===== config.mk =====
export PLATFORM = sky130hd
export DESIGN_NAME = imem_loader
export DESIGN_NICKNAME = d
export VERILOG_FILES = /design/src/rtl/imem_loader.sv
export SDC_FILE = /design/constraint.sdc
export NUM_CORES = 2
export LEC_CHECK = 0
export ABC_AREA = 1
export BUFFER_PORTS_ARGS = -buffer_cell sky130_fd_sc_hd__buf_2
export CORE_UTILIZATION = 35
export DETAILED_ROUTE_END_ITERATION = 8
export SLEW_MARGIN = 5
export SYNTH_ARGS = -nofsm -noshare
export SYNTH_HDL_FRONTEND = slang
export SYNTH_SLANG_ARGS = --single-unit

===== constraint.sdc =====
create_clock -name clock -period 6.1 [get_ports clock]
set_input_delay 0.305 -clock clock [delete_from_list [all_inputs] [get_ports clock]]
set_output_delay 0.305 -clock clock [all_outputs]
set_load 0.005 [all_outputs]

===== src/rtl/imem_loader.sv =====
// Instruction-memory loader: receives a length-prefixed program over a byte link,
// optionally verifies an XOR checksum, then serves the words to the CPU.
module imem_loader #(
  parameter logic [15:0] NOP_WORD = 16'h9000,
  parameter bit          CSUM_EN  = 1'b1
) (
  input  logic        clock,
  input  logic        reset,
  input  logic [7:0]  rx_data,
  input  logic        rx_valid,
  output logic        rx_ready,
  input  logic        reload,
  input  logic [7:0]  i_addr,
  output logic [15:0] i_datain,
  output logic        cpu_start,
  output logic        cpu_enable,
  output logic [8:0]  word_count,
  output logic        load_err
);

  typedef enum logic [2:0] {
    WAIT_LEN  = 3'd0,
    RECV_HI   = 3'd1,
    RECV_LO   = 3'd2,
    RECV_CSUM = 3'd3,
    RUN       = 3'd4,
    ERR       = 3'd5
  } state_t;

  state_t      state_r, state_s;
  logic [7:0]  hi_r, hi_s;
  logic [7:0]  csum_r, csum_s;
  logic [8:0]  wp_r, wp_s;
  logic [8:0]  n_r, n_s;
  logic [8:0]  wp_inc_s;
  logic        ready_s;
  logic        xfer_s;
  logic        mem_we_s;
  logic        run_entry_s;
  logic [15:0] mem [0:255];

  // Reload and reset both block the link so a concurrent byte is never consumed.
  assign ready_s  = !reload && !reset &&
                    ((state_r == WAIT_LEN) || (state_r == RECV_HI) ||
                     (state_r == RECV_LO)  || (state_r == RECV_CSUM));
  assign rx_ready = ready_s;
  assign xfer_s   = rx_valid && ready_s;
  assign wp_inc_s = wp_r + 9'd1;

  // Next-state and datapath updates for the receive sequence.
  always_comb begin
    state_s  = state_r;
    hi_s     = hi_r;
    csum_s   = csum_r;
    wp_s     = wp_r;
    n_s      = n_r;
    mem_we_s = 1'b0;
    if (reload) begin
      state_s = WAIT_LEN;
    end else begin
      case (state_r)
        WAIT_LEN: begin
          if (xfer_s) begin
            n_s     = (rx_data == 8'd0) ? 9'd256 : {1'b0, rx_data};
            wp_s    = 9'd0;
            csum_s  = 8'd0;
            state_s = RECV_HI;
          end else begin
            state_s = WAIT_LEN;
          end
        end
        RECV_HI: begin
          if (xfer_s) begin
            hi_s    = rx_data;
            csum_s  = csum_r ^ rx_data;
            state_s = RECV_LO;
          end else begin
            state_s = RECV_HI;
          end
        end
        RECV_LO: begin
          if (xfer_s) begin
            mem_we_s = 1'b1;
            csum_s   = csum_r ^ rx_data;
            wp_s     = wp_inc_s;
            if (wp_inc_s == n_r) begin
              state_s = CSUM_EN ? RECV_CSUM : RUN;
            end else begin
              state_s = RECV_HI;
            end
          end else begin
            state_s = RECV_LO;
          end
        end
        RECV_CSUM: begin
          if (xfer_s) begin
            state_s = (rx_data == csum_r) ? RUN : ERR;
          end else begin
            state_s = RECV_CSUM;
          end
        end
        RUN:     state_s = RUN;
        ERR:     state_s = ERR;
        default: state_s = WAIT_LEN;
      endcase
    end
  end

  assign run_entry_s = (state_s == RUN) && (state_r != RUN);

  // State, datapath and registered CPU-facing outputs.
  always_ff @(posedge clock) begin
    if (reset) begin
      state_r    <= WAIT_LEN;
      hi_r       <= 8'd0;
      csum_r     <= 8'd0;
      wp_r       <= 9'd0;
      n_r        <= 9'd0;
      word_count <= 9'd0;
      cpu_start  <= 1'b0;
      cpu_enable <= 1'b0;
      load_err   <= 1'b0;
    end else begin
      state_r    <= state_s;
      hi_r       <= hi_s;
      csum_r     <= csum_s;
      wp_r       <= wp_s;
      n_r        <= n_s;
      cpu_start  <= run_entry_s;
      cpu_enable <= (state_s == RUN);
      load_err   <= (state_s == ERR);
      if (reload) begin
        word_count <= 9'd0;
      end else if (run_entry_s) begin
        word_count <= n_r;
      end else begin
        word_count <= word_count;
      end
    end
  end

  // Program RAM write port; contents survive reset and reload.
  always_ff @(posedge clock) begin
    if (mem_we_s) begin
      mem[wp_r[7:0]] <= {hi_r, rx_data};
    end
  end

  // Words beyond the loaded length, or outside RUN, read as NOP.
  assign i_datain = ((state_r == RUN) && ({1'b0, i_addr} < word_count)) ?
                    mem[i_addr] : NOP_WORD;

endmodule


Word level (Yosys, flattened, before mapping)
Memories as Yosys holds them, arrays and structs flattened.
Cells that the tools add are included.

storage, ports and cells
  bits in registers = 49
  RAM bits = 4096
  input port bits = 20
  output and inout port bits = 29
  word-level logic and storage cells = 68
  memories = 1

memories
  memory  words  width  rd ports  clocked after Yosys merged registers in  write ports  line  text
  mem     256    16     1         0                                        1            40    logic [15:0] mem [0:255];

operators by class
  add/subtract/negate cells = 1
  magnitude comparators = 1
  eq/ne operators = 13
  multiplexer cells = 21
  bitwise gates (word level) = 2
  reduce and logical (&&, ||, !) cells = 20

operators by type and width
  operator                                             number
  2-to-1 mux 9 bit                                     3
  case mux 3 bit (6 select lines)                      1
  case mux 9 bit (2 select lines)                      1
  2-to-1 mux 16 bit                                    1
  2-to-1 mux 8 bit                                     2
  case mux 8 bit (2 select lines)                      1
  equality test 3 bit, second input constant           4
  adder 9 x 1 -> 9 bit, second input constant          1
  equality test 9 bit                                  1
  less-than comparator 8 x 9 -> 1 bit                  1
  2-to-1 mux 3 bit                                     3
  equality test 8 bit                                  1
  logical NOT 8 bit                                    1
  AND reduction 4 bit                                  2
  bitwise XOR 8 bit                                    1
  2-to-1 mux 1 bit                                     7
  equality test 3 x 2 -> 1 bit, second input constant  2
  AND reduction 3 bit                                  2
  logical AND 1 bit                                    5
  2-to-1 mux 2 bit                                     2
  inequality test 2 bit, second input constant         2
  nonzero test 2 bit                                   2
  OR reduction 2 bit                                   2
  equality test 3 x 1 -> 1 bit, second input constant  1
  other kinds (6)                                      9

Depth between registers and ports, before layout
  word-level depth = 11
  mapped depth = 15

Worst setup path after synthesis
Ideal clock, no wire load.

  path type = register -> register
  start point = reg hi_r[2]
  end point = mem mem[0][10] (data pin)
  data arrival time = 3.398 ns
  path slack = 1.847 ns
  stages on the path, launching flop included = 1
  path buffers = 0
  cell sequence = dfxtp_1

RTL lines
  what                      line  text
  start: declaration        31    logic [7:0] hi_r, hi_s;
  start signal: assignment  125   hi_r <= hi_s;
  end: declaration          40

Straight into the memory's write port.

Worst setup path in the final report
  start point = in i_addr[1]
  end point = out i_datain[5]

on the way
  longest elaborated chain between the ends = 3
  elaborated cells between the ends (all ways) = 4

ends and longest elaborated chain
  what                                                                           line  text
  start: declaration                                                             13    input logic [7:0] i_addr,
  parallel branches: the longest is 2 deep, another holds memory (256 x 16 bit)  n/a
  2-to-1 mux 16 bit *                                                            150   assign i_datain = ((state_r == RUN) && ({1'b0, i_addr} < word_count)) ?
  end: declaration                                                               14    output logic [15:0] i_datain,

Every way passes the cells marked *.

==> qor.yml <==
fillers: 44200
num_rows: 253
ys_warn_count: 0
tightest_slew_ps: 1380
grt_max_degree: 165
num_vias: 110000
finClkSkew_ps: 67.1
synth-seq-area-share_pct: 73.9
ant_nets: 0
synth_edf_count: 4096
max_stage_delay_ps: 810
p_leak_nw: 67.2
setup_viol: 0
final_common_cell: "nand2_1"
ctsHtreeMaxLevel: 5
io_buffers: 48
cts_tree: "done"
start_util_pct: 35.2
die_area_sq_um: 482000
area_growth_pct: 12.8
drive_gt1_share_pct: 8.18
core_sq_um: 476000
gp_congestion: 0.844
stdcell_count: 20700
firstDrtPassIters: 6
wl_per_cell_um: 23.6
hold_viol_final: 0
outcome: "finished clean"
async_reset_ff_share_pct: 0
final_cell_mix: "nand2_1 (4226), edfxtp_1 (4096), nand3_1 (4040)"
grt_first_pass_wirelength_um: 709000
cp_common_cell: "nand3_1"
dp_cells: 19900
drc_errors: 0
syn_area_per_cell_sq_um: 12.0
path_class: "input pin to primary output"
clk_latency_ps: 980
syn-num-nets: 13900
cts_buffers: 429
synth_top_flop_cell: "edfxtp_1"
ys_types: 36
multi_input_area_sq_um: 38500
cp_max_fo: 95
finalCritPeriodShare_pct: 79.0
post_cts_buffers: 0
tns_ps: 0
worst_ep_required_time_ps: 5790
maxCapViolations: 0
grtUsageTotal_pct: 19.6
nets: 14000
whs_ps: 294
slowest_stage: "nor2_1"
clk_path_buf_depth: 4
ios: 49
clk_pin_slew_worst_paths_ps: 60
hold_class: "input pin to flop"
drt_wl_total_um: 488000
utilization_pct: 39.8
max_freq_mhz: 208
syn_inst: 13900
die_h_um: 694
cp-start-kind: "input pin"
slew_headroom_pct: 8.23
synthesis.area_sq_um: 168000
routed_via_density: 5.31
p_per_area_nw_per_um2: 312
synth_seq_cells: 4145
drtIter0Drc: 13400
rsz0062_at_grt: "no"
ff_latch_area_sq_um: 124000
cp-end-kind: "primary output"
overflow: 0
first_global_vias: 102000
ir_drop_mv: 0.244
antenna_found_initial: 26
clockRootBuffer: "clkbuf_16"
cp_cell_sequence: "buf_8, inv_16, buf_12, nand3_1, nand3_1, nand3_1, nand3_1, nand3_1, nand3_1, nand3_1, nand2_1, nor2_1, buf_2"
post-route-min-period_ps: 4820
cp.arrival_ps: 4510
clock_sinks: 4145
fp.dieW_um: 694
slew_violations: 0
post-dp-hpwl_um: 267000
-- flip-flops by register name, summed over array words and instances (netlist names) --
name and count:
cpu_enable 1, cpu_start 1, csum_r 8, hi_r 8, load_err 1, mem 4096
n_r 9, state_r 3, word_count 9, wp_r 9
-- through the flow --
step	instance area [sq um]	setup slack (ps)	power, mW
3_5_place_dp	176000	1450	34.7
5_1_grt	189000	1140	60.6
4_1_cts	189000	1450	59.4
2_1_floorplan	168000	1850	33.5
3_3_place_gp	176000	1440	34.7
6_report	189000	1280	59.1
-- logic make-up after synthesis --
family	share of synthesized area, %
buf+inv	3.15
flops	73.9
fa+ha+maj	0.0821
xor+xnor	0.0731
simple gates	22.5
compound gates	0.235
-- final cells by class --
class | instances | share of cell area [%]
well taps | 6375 | 4.22
diodes | 18 | 0.0238
flip-flops and latches | 4145 | 65.5
clock inverters | 248 | 1.02
multi-input cells | 8763 | 20.3
inverters | 63 | 0.159
clock buffers | 536 | 5.94
repair buffers | 560 | 2.74
-- cell usage after synthesis, types with 2 or more instances --
cell / n / area, sq um
a211oi_1: 16 / 120
a211oi_2: 3 / 37.5
a21oi_1: 21 / 105
buf_1: 100 / 375
buf_2: 485 / 2430
buf_4: 178 / 1340
buf_6: 27 / 304
clkbuf_1: 155 / 582
dfxtp_1: 49 / 981
edfxtp_1: 4096 / 123000
ha_1: 11 / 138
inv_1: 53 / 199
inv_2: 7 / 26.3
nand2_1: 4227 / 15900
nand2_2: 13 / 81.3
nand3_1: 4042 / 20200
nand3b_1: 4 / 30.0
nor2_1: 373 / 1400
nor2_4: 7 / 78.8
nor3_1: 5 / 25.0
nor4_1: 2 / 12.5
o211ai_1: 2 / 15.0
o21ai_0: 7 / 35.0
o21ai_1: 9 / 45.0
o22ai_1: 2 / 12.5
xnor2_1: 6 / 52.6
xor2_1: 8 / 70.1
-- power by group --
part / internal (mW) / switching, mW
clock network: 14.0 / 10.9
logic: 0.738 / 2.33
registers: 31.1 / 0.0107
-- worst max-delay path, delay by kind of cell --
kind                   cells  cell delay [ps]
AND/OR/NAND/NOR            9             2390
buffers and inverters      4             1470
-- final timing paths --
check,from,to,slack [ps],depth (start not counted)
setup / recovery,i_addr[1],i_datain[5],1280,13
hold / removal,reload,word_count[4],290,5
setup reg to reg,state_r[1],mem[14][7],1940,9
hold reg to reg,csum_r[7],csum_r[7],470,2
-- routing by layer --
layer / up-vias / wire length (um) / part of all wire [%] / track usage [%]
li1: 49700 / - / - / -
met1: 54500 / 205000 / 42 / 27.8
met2: 4936 / 223000 / 46 / 30.4
met3: 777 / 44800 / 9.2 / 3.71
met4: 14 / 16000 / 3.3 / 6.21
met5: - / 94 / 0.019 / 0
-- repair_timing --
item | 4_1_cts | 5_1_grt
gates resized for setup | 0 | 0
endpoints found under the hold margin | 328 | 0
hold buffers | 13 | 0
No activity file was read; power rests on OpenSTA's default activity.
